### config.mk
export PLATFORM = sky130hd
export DESIGN_NAME = bin_to_decimal_2digit
export DESIGN_NICKNAME = d
export VERILOG_FILES = /design/src/rtl/bin_to_decimal_2digit.sv
export SDC_FILE = /design/constraint.sdc
export NUM_CORES = 1
export LEC_CHECK = 0
export CAP_MARGIN = 20
export CORE_AREA = 2 2 39 41
export CTS_CLUSTER_SIZE = 8
export DETAILED_ROUTE_END_ITERATION = 10
export DIE_AREA = 0 0 41 43
export HOLD_SLACK_MARGIN = 0.05
export PLACE_DENSITY = 0.73
export SLEW_MARGIN = 40
export SYNTH_ARGS = -nofsm -noshare
export SYNTH_HDL_FRONTEND = slang
export SYNTH_SLANG_ARGS = --single-unit
### constraint.sdc
create_clock -name clk_i -period 5.9 [get_ports clk_i]
set_clock_uncertainty 0.15 [all_clocks]
set_input_delay 1.18 -clock clk_i [delete_from_list [all_inputs] [get_ports clk_i]]
set_output_delay 1.18 -clock clk_i [all_outputs]
set_load 0.05 [all_outputs]
### src/rtl/bin_to_decimal_2digit.sv
// bin_to_decimal_2digit
// Converts an unsigned 8-bit value into two registered BCD digits (tens, units)
// for the scoreboard display. Inputs above 99 saturate to "99".
// Latency is one clock. Reset is synchronous and active-high.

module bin_to_decimal_2digit (
  input  logic       clk_i,
  input  logic       rst_i,
  input  logic [7:0] bin_input,
  output logic [3:0] zehner,
  output logic [3:0] einer
);

  logic [6:0] value_clamped;
  logic [6:0] tens_times_ten;
  logic [3:0] zehner_d;
  logic [3:0] zehner_q;
  logic [3:0] einer_d;
  logic [3:0] einer_q;

  // Clamp to 0..99, pick the tens digit by range comparison, then derive units
  always_comb begin
    value_clamped  = (bin_input > 8'd99) ? 7'd99 : bin_input[6:0];
    zehner_d       = '0;
    for (int unsigned i = 1; i < 10; i++) begin
      if (value_clamped >= 7'(10 * i)) begin
        zehner_d = 4'(i);
      end
    end
    // 10*tens as 8*tens + 2*tens, so no multiplier is inferred
    tens_times_ten = 7'({zehner_d, 3'b000}) + 7'({zehner_d, 1'b0});
    einer_d        = 4'(value_clamped - tens_times_ten);
  end

  // Output digit registers with synchronous reset
  always_ff @(posedge clk_i) begin
    if (rst_i) begin
      zehner_q <= '0;
      einer_q  <= '0;
    end else begin
      zehner_q <= zehner_d;
      einer_q  <= einer_d;
    end
  end

  assign zehner = zehner_q;
  assign einer  = einer_q;

endmodule

==> flow_metrics.env, run 1 <==
export IMPL_gr_total_overflow=0
export IMPL_grt_pass1_vias=484
export IMPL_wl_um=1060
export IMPL_dpl_worst_slack_ns=1.84
export IMPL_synth_xor_area_share_pct=3.17
export IMPL_grt_pass1_wl_um=1890
export IMPL_synth_nets=80
export IMPL_core_mm2=0.00138
export IMPL_crit_chain="clkdlybuf4s50_1, inv_2, maj3_1, a22oi_1, nor2_1, nor2_1, nor2_1, ha_1, nor4_1, a2111oi_4, a21o_2, a21oi_2"
export IMPL_layout_drive_gt1_share_pct=14.5
export IMPL_finalCritPeriodShare_pct=64.2
export IMPL_routed_via_density=5.33
export IMPL_vdd_drop_max_v=0.0000680
export IMPL_slew_violations=0
export IMPL_crit_required_ns=5.93
export IMPL_avgSynthCellArea_um2=8.13
export IMPL_cts_hold_buffers=0
export IMPL_final_common_cell="clkdlybuf4s50_1"
export IMPL_synth_ff_type="dfxtp_1"
export IMPL_ys_seq_elements=8
export IMPL_ant_nets=0
export IMPL_crit_type="primary input to register"
export IMPL_diodes=0
export IMPL_cts_resized=0
export IMPL_antenna_found_initial=0
export IMPL_clkTransAtPathRegs_ns=0.05
export IMPL_remaining_drc_errors=0
export IMPL_cts_root_buf="clkbuf_4"
export IMPL_fmaxAchievable_ghz=0.264
export IMPL_final_cell_mix="17 x clkdlybuf4s50_1, 13 x nor2_1, 8 x dfxtp_1, 5 x nor3_1"
export IMPL_cts_setup_buffers=0
export IMPL_leakagePower_nw=0.276
export IMPL_cts_made_buffers=3
export IMPL_status="finished clean"
export IMPL_setup_tns_ns=0
export IMPL_synthAdderAreaFrac_pct=6.33
export IMPL_relSlewSlack_pct=67.2
export IMPL_rsz0062_at_grt="false"
export IMPL_yosys_area_top_type="dfxtp_1"
export IMPL_grt_max_degree=14
export IMPL_slowest_delay_ns=0.62
export IMPL_cp_num_buf_inv=2
export IMPL_finalHoldViolCount=0
export IMPL_max_cap_viol_count=0
export IMPL_hp_class="primary input to register"
export IMPL_hpwl_um=837
export IMPL_ys_types=32
export IMPL_synth_top_family_by_area="simple AND/OR/NAND/NOR gates"
export IMPL_place_gp_congestion=0.761
export IMPL_worstPathMaxFanout=8
export IMPL_worst_pin_slew_ns=0.490
export IMPL_cts_tree="yes"
export IMPL_synthesis_area_um2=553
export IMPL_clock_sinks=8
export IMPL_yosys_area_top_type_share_pct=29.0
export IMPL_period_needed_ns=3.79
export IMPL_synthArstFlopShare_pct=0
export IMPL_power_density_mw_per_mm2=209
export IMPL_critical_path_endpoint_type="register"
export IMPL_synth_compound_area_share_pct=25.1
export IMPL_start_kind="primary input"
export IMPL_slowest_stage="clkdlybuf4s50_1"
export IMPL_drt_iter0_drc=5
export IMPL_synth_edf_count=0
export IMPL_die_w_um=41
export IMPL_netlist_instances=68
export IMPL_port_buffers=17
export IMPL_num_io_pins=18
export IMPL_ys_seq_area_share_pct=29.0
export IMPL_finalWorstSetupSlack_ns=2.11
export IMPL_synth_warning_count=0
export IMPL_die_y_um=43
export IMPL_track_usage_pct=15.6
export IMPL_synthSimpleGateAreaFrac_pct=29.0
export IMPL_startpoint="bin_input[5]"
export IMPL_cp_depth=12
export IMPL_synth_mux_area_share_pct=1.81
export IMPL_drt_pass1_iterations=4
export IMPL_seq_area_um2=160
export IMPL_rows=14
export IMPL_nNetsFinal=97
export IMPL_clockBufferDepth=2
export IMPL_area_growth_syn_to_layout_pct=34.2
export IMPL_setup_viol=0
export IMPL_crit_family="buffers and inverters"
export IMPL_crit_path_frequent_cell="nor2_1"
export IMPL_synthTopCellsByArea="dfxtp_1 29%, nor2_1 8.8%, a2111oi_4 5.0%"
export IMPL_wl_per_cell_um=10.7
export IMPL_arrival_ns=3.82
export IMPL_crit_end="einer[3]$_SDFF_PP0_"
export IMPL_cts_htree_levels=1
export IMPL_multi_input_area_um2=362
export IMPL_die_area_mm2=0.00176
export IMPL_n_fill_cell=137
export IMPL_vias=528
export IMPL_start_util_pct=40.0
[per-layer routing]
layer,vias up,wire (µm),track usage [%]
met5,-,0,0
met4,0,0,10.0
met3,0,89,4.19
met2,22,516,22.8
met1,231,456,19.0
li1,275,-,-
[stage by stage]
| stage | utilization [%] | hold WS (ns) | area [µm²] | std cells | total power [mW] |
|---|---|---|---|---|---|
| floorplan | - | 1.15 | 553 | 68 | 0.0992 |
| global placement | 52.0 | 1.63 | 719 | 96 | 0.116 |
| detailed placement | 52.0 | 1.64 | 719 | 96 | 0.117 |
| CTS | 53.6 | 1.38 | 742 | 99 | 0.158 |
| global route | 53.6 | 1.43 | 742 | 99 | 0.166 |
| finish | 53.6 | 1.38 | 742 | 99 | 0.155 |
[layout make-up]
| type | count | share of cell area [%] |
|---|---|---|
| Multi-Input combinational cell | 53 | 48.7 |
| Timing Repair Buffer | 17 | 22.9 |
| Inverter | 2 | 1.01 |
| Sequential cell | 8 | 21.6 |
| Clock buffer | 3 | 3.04 |
| Tap cell | 16 | 2.70 |
[synthesized netlist by cell type (2+ instances only)]
library cell   n
nor3_1         5
a21oi_1        2
o21ai_0        4
ha_1           2
buf_2          4
nand2_1        3
nor2_1        13
nor2b_1        4
dfxtp_1        8
[registers in the layout (all words and copies together) (netlist names)]
name / flops
einer: 4
zehner: 4
[worst min path at each step]
stage                       startpoint             endpoint  slack [ns]  cells after the start
after detailed placement  bin_input[0]  einer[0]$_SDFF_PP0_        1.64                      3
after CTS                 bin_input[0]  einer[0]$_SDFF_PP0_        1.38                      3
after floorplan           bin_input[0]  einer[0]$_SDFF_PP0_        1.15                      2
final                     bin_input[0]  einer[0]$_SDFF_PP0_        1.38                      3
after global placement    bin_input[0]  einer[0]$_SDFF_PP0_        1.63                      3
after global routing      bin_input[0]  einer[0]$_SDFF_PP0_        1.43                      3
[power breakdown]
part / leakage [nW] / switching [mW] / internal, mW
Combinational: 0.196 / 0.0334 / 0.0233
Clock: 0.0138 / 0.0160 / 0.0231
Sequential: 0.0664 / 0.000932 / 0.0583
[tightest hold or removal path, stage by stage]
cell and delay, ns:
clkdlybuf4s50_1 0.41, nor2_1 0.10, nor2_1 0.04
[kinds of logic after synthesis]
logic type,Yosys count
AOI/OAI and AO/OA,16
xor gates and xnor gates,2
buffers and inverters,7
muxes,1
DFF,8
and+or+nand+nor,31
adders and majority gates,3
Power figures use the tool's default switching activity.
==> run 2: changes to the inputs <==
--- a/config.mk
+++ b/config.mk
@@ -6,12 +6,12 @@
 export NUM_CORES = 1
 export LEC_CHECK = 0
 export CAP_MARGIN = 20
-export CORE_AREA = 2 2 39 41
+export CORE_MARGIN = 2
+export CORE_UTILIZATION = 39
 export CTS_CLUSTER_SIZE = 8
 export DETAILED_ROUTE_END_ITERATION = 10
-export DIE_AREA = 0 0 41 43
 export HOLD_SLACK_MARGIN = 0.05
-export PLACE_DENSITY = 0.73
+export PLACE_DENSITY = 0.72
 export SLEW_MARGIN = 40
 export SYNTH_ARGS = -nofsm -noshare
 export SYNTH_HDL_FRONTEND = slang
==> constraint.sdc (replaced) <==
create_clock -name clk_i -period 3.2 [get_ports clk_i]
set_clock_uncertainty 0.15 [all_clocks]
set_input_delay 0.64 -clock clk_i [delete_from_list [all_inputs] [get_ports clk_i]]
set_output_delay 0.64 -clock clk_i [all_outputs]
set_load 0.05 [all_outputs]
==> flow_metrics.env, run 2 (synthesis results as in run 1) <==
export IMPL_cts_resized=0
export IMPL_hpwl_um=909
export IMPL_rows=13
export IMPL_antenna_found_initial=0
export IMPL_layout_drive_gt1_share_pct=24.7
export IMPL_track_usage_pct=15.8
export IMPL_arrival_ns=2.93
export IMPL_cts_tree="yes"
export IMPL_area_growth_syn_to_layout_pct=48.6
export IMPL_clock_sinks=8
export IMPL_multi_input_area_um2=368
export IMPL_cts_hold_buffers=0
export IMPL_cts_htree_levels=1
export IMPL_crit_type="primary input to register"
export IMPL_worstPathMaxFanout=4
export IMPL_vdd_drop_max_v=0.000167
export IMPL_die_w_um=41.7
export IMPL_leakagePower_nw=0.325
export IMPL_ant_nets=0
export IMPL_status="finished clean"
export IMPL_grt_pass1_wl_um=2210
export IMPL_slew_violations=0
export IMPL_nNetsFinal=107
export IMPL_period_needed_ns=2.96
export IMPL_diodes=0
export IMPL_gr_total_overflow=0
export IMPL_final_cell_mix="17 x clkdlybuf4s50_1, 13 x nor2_1, 10 x buf_4, 8 x dfxtp_1, 5 x nor3_1"
export IMPL_die_y_um=41.7
export IMPL_crit_required_ns=3.17
export IMPL_setup_tns_ns=0
export IMPL_grt_pass1_vias=533
export IMPL_worst_pin_slew_ns=0.492
export IMPL_vias=574
export IMPL_wl_per_cell_um=10.1
export IMPL_remaining_drc_errors=0
export IMPL_hp_class="primary input to register"
export IMPL_grt_max_degree=12
export IMPL_n_fill_cell=117
export IMPL_hp_start="bin_input[0]"
export IMPL_hold_path_end="einer[0]$_SDFF_PP0_"
export IMPL_wl_um=1100
export IMPL_cts_root_buf="clkbuf_4"
export IMPL_setup_viol=0
export IMPL_finalHoldViolCount=0
export IMPL_place_gp_congestion=0.776
export IMPL_die_area_mm2=0.00174
export IMPL_whs_ns=0.834
export IMPL_core_mm2=0.00132
export IMPL_seq_area_um2=160
export IMPL_rsz0062_at_grt="false"
export IMPL_start_util_pct=42.0
export IMPL_start_kind="primary input"
export IMPL_drt_iter0_drc=9
export IMPL_power_density_mw_per_mm2=360
export IMPL_power_mw=0.296
export IMPL_fmaxAchievable_ghz=0.338
export IMPL_cts_made_buffers=3
export IMPL_clkTransAtPathRegs_ns=0.05
export IMPL_routed_via_density=5.31
export IMPL_drt_pass1_iterations=3
export IMPL_critical_path_endpoint_type="register"
export IMPL_max_cap_viol_count=0
export IMPL_port_buffers=17
export IMPL_clockBufferDepth=2
export IMPL_final_common_cell="clkdlybuf4s50_1"
export IMPL_finalCritPeriodShare_pct=92.4
export IMPL_relSlewSlack_pct=67.1
export IMPL_hold_depth=3
export IMPL_cts_setup_buffers=0
export IMPL_num_io_pins=18
[run 2: changes by cell type in the layout (fill, tap and decap cells not counted), sizes merged]
cell,delta
buf,+10
[run 2: routing by layer]
layer	share of wire [%]	track usage, %
met5	0	0
met4	1.4	7.74
met3	3.6	2.61
met2	48	25.9
met1	46	19.7
[run 2: layout make-up]
| type | instances | share of cell area, % |
|---|---|---|
| Clock buffer | 3 | 2.74 |
| Inverter | 2 | 0.913 |
| Multi-Input combinational cell | 53 | 44.7 |
| Sequential cell | 8 | 19.5 |
| Tap cell | 15 | 2.28 |
| Timing Repair Buffer | 27 | 29.8 |
[run 2: how the worst max path moves through the flow]
stage,start,to,slack [ns],cells after the start
2_1_floorplan,bin_input[2],einer[3]$_SDFF_PP0_,0.44,11
3_3_place_gp,bin_input[5],einer[3]$_SDFF_PP0_,0.04,12
3_5_place_dp,bin_input[5],einer[3]$_SDFF_PP0_,-0.009,12
4_1_cts,bin_input[5],einer[3]$_SDFF_PP0_,0.25,12
5_1_grt,bin_input[5],einer[3]$_SDFF_PP0_,0.04,12
6_report,bin_input[5],einer[3]$_SDFF_PP0_,0.24,12
[run 2: power breakdown]
part	switching [mW]	internal, mW	total (mW)
combinational	0.0637	0.0514	0.115
sequential	0.00156	0.107	0.109
clock	0.0290	0.0426	0.0715
total	0.0942	0.201	0.296
[run 2: critical path, stage by stage]
cell and delay, ns:
clkdlybuf4s50_1 0.49, inv_2 0.04, maj3_1 0.34, a22oi_1 0.19, nor2_1 0.06, nor2_1 0.11, nor2_1 0.06, ha_1 0.25
buf_4 0.16, a2111oi_4 0.39, a21o_2 0.15, a21oi_2 0.04
[run 2: stage by stage]
| stage | setup WS [ns] | utilization [%] | area, µm² | std cells |
|---|---|---|---|---|
| after CTS | 0.253 | 61.9 | 816 | 108 |
| after global placement | 0.0379 | 60.2 | 793 | 105 |
| after floorplan | 0.441 | - | 553 | 68 |
| after detailed placement | -0.00858 | 60.2 | 793 | 105 |
| after global routing | 0.0409 | 62.4 | 822 | 108 |
| final | 0.245 | 62.4 | 822 | 108 |
==> run 3: changes to the inputs <==
--- a/config.mk
+++ b/config.mk
@@ -6,12 +6,12 @@
 export NUM_CORES = 1
 export LEC_CHECK = 0
 export CAP_MARGIN = 20
-export CORE_MARGIN = 2
-export CORE_UTILIZATION = 39
+export CORE_AREA = 2 2 39 41
 export CTS_CLUSTER_SIZE = 8
 export DETAILED_ROUTE_END_ITERATION = 10
+export DIE_AREA = 0 0 41 43
 export HOLD_SLACK_MARGIN = 0.05
-export PLACE_DENSITY = 0.72
+export PLACE_DENSITY = 0.73
 export SLEW_MARGIN = 40
 export SYNTH_ARGS = -nofsm -noshare
 export SYNTH_HDL_FRONTEND = slang
==> constraint.sdc (replaced) <==
create_clock -name clk_i -period 3.1 [get_ports clk_i]
set_clock_uncertainty 0.15 [all_clocks]
set_input_delay 0.62 -clock clk_i [delete_from_list [all_inputs] [get_ports clk_i]]
set_output_delay 0.62 -clock clk_i [all_outputs]
set_load 0.05 [all_outputs]
==> flow_metrics.env, run 3 (synthesis results as in run 1) <==
export IMPL_status="finished clean"
export IMPL_drt_iter0_drc=4
export IMPL_rsz0062_at_grt="false"
export IMPL_clkTransAtPathRegs_ns=0.05
export IMPL_start_kind="primary input"
export IMPL_clockBufferDepth=2
export IMPL_layout_drive_gt1_share_pct=24.5
export IMPL_cts_htree_levels=1
export IMPL_remaining_drc_errors=0
export IMPL_die_y_um=43
export IMPL_die_area_mm2=0.00176
export IMPL_clock_sinks=8
export IMPL_antenna_found_initial=0
export IMPL_hpwl_um=971
export IMPL_final_cell_mix="17 x clkdlybuf4s50_1, 13 x nor2_1, 11 x buf_4, 8 x dfxtp_1, 5 x nor3_1"
export IMPL_critical_path_endpoint_type="register"
export IMPL_die_w_um=41
export IMPL_finalCritPeriodShare_pct=93.0
export IMPL_core_mm2=0.00138
export IMPL_crit_type="primary input to register"
export IMPL_hp_class="primary input to register"
export IMPL_grt_pass1_vias=495
export IMPL_diodes=0
export IMPL_nNetsFinal=108
export IMPL_relSlewSlack_pct=67.1
export IMPL_cts_root_buf="clkbuf_4"
export IMPL_n_fill_cell=145
export IMPL_cts_made_buffers=3
export IMPL_place_gp_congestion=0.867
export IMPL_worstPathMaxFanout=4
export IMPL_routed_via_density=5.23
export IMPL_max_cap_viol_count=0
export IMPL_crit_required_ns=3.13
export IMPL_worst_pin_slew_ns=0.492
export IMPL_rows=14
export IMPL_final_util_pct=59.6
export IMPL_start_util_pct=40.0
export IMPL_wl_per_cell_um=10.7
export IMPL_vdd_drop_max_v=0.000113
export IMPL_leakagePower_nw=0.330
export IMPL_placed_cell_area_um2=802
export IMPL_grt_max_degree=12
export IMPL_grt_pass1_wl_um=1900
export IMPL_cts_resized=0
export IMPL_arrival_ns=2.92
export IMPL_gr_total_overflow=0
export IMPL_wl_um=1180
export IMPL_vias=575
export IMPL_port_buffers=17
export IMPL_ant_nets=0
export IMPL_num_io_pins=18
export IMPL_drt_pass1_iterations=4
export IMPL_fmaxAchievable_ghz=0.347
export IMPL_final_common_cell="clkdlybuf4s50_1"
export IMPL_cts_hold_buffers=0
export IMPL_power_density_mw_per_mm2=374
export IMPL_period_needed_ns=2.88
export IMPL_cts_tree="yes"
export IMPL_slew_violations=0
export IMPL_design_area_um2=825
export IMPL_area_growth_syn_to_layout_pct=49.1
export IMPL_setup_viol=0
export IMPL_track_usage_pct=15.4
export IMPL_cts_setup_buffers=0
export IMPL_finalHoldViolCount=0
==> run 3: cell count changes in the layout (fill, tap and decap cells not counted) <==
cell / change
nor4_1: +1
buf_4: +1
nor4_2: -1
==> run 3: metrics by stage <==
step | hold slack [ns] | setup slack [ns] | std cells | TNS (ns) | power [mW]
after global placement | 1.06 | -0.0229 | 107 | -0.0229 | 0.233
after detailed placement | 1.08 | -0.0441 | 107 | -0.0441 | 0.234
after floorplan | 0.591 | 0.361 | 68 | 0 | 0.189
final | 0.812 | 0.216 | 110 | 0 | 0.308
after CTS | 0.814 | 0.209 | 110 | 0 | 0.312
after global routing | 0.824 | 0.0684 | 110 | 0 | 0.328
==> run 3: final timing paths <==
check / startpoint / endpoint / slack (ns) / cells after the start
max: bin_input[5] / einer[3]$_SDFF_PP0_ / 0.22 / 12
min: bin_input[0] / einer[0]$_SDFF_PP0_ / 0.81 / 3
==> run 3: power breakdown <==
group | internal, mW | total (mW) | leakage (nW) | switching [mW]
clock | 0.0441 | 0.0762 | 0.0138 | 0.0321
combinational | 0.0536 | 0.119 | 0.249 | 0.0657
sequential | 0.111 | 0.113 | 0.0664 | 0.00166
==> run 3: area by class of cell <==
class	instances	area, µm²	share of cell area, %
Tap cell	16	20.0	2.43
Multi-Input combinational cell	53	362	43.9
Inverter	2	7.51	0.910
Timing Repair Buffer	28	253	30.7
Sequential cell	8	160	19.4
Clock buffer	3	22.5	2.73
==> run 3: per-layer routing <==
metal / vias up / GRT usage, % / wire (µm)
li1: 296 / - / -
met1: 259 / 17.4 / 502
met2: 20 / 26.3 / 616
met3: 0 / 1.57 / 63
met4: 0 / 8.00 / 0
met5: - / 0 / 0
==> run 3: worst max-delay path, cell delays in order <==
cell and delay (ns):
clkdlybuf4s50_1 0.49, inv_2 0.04, maj3_1 0.34, a22oi_1 0.19
nor2_1 0.06, nor2_1 0.12, nor2_1 0.06, ha_1 0.23
buf_4 0.15, a2111oi_4 0.37, nand3_2 0.11, a21oi_2 0.13
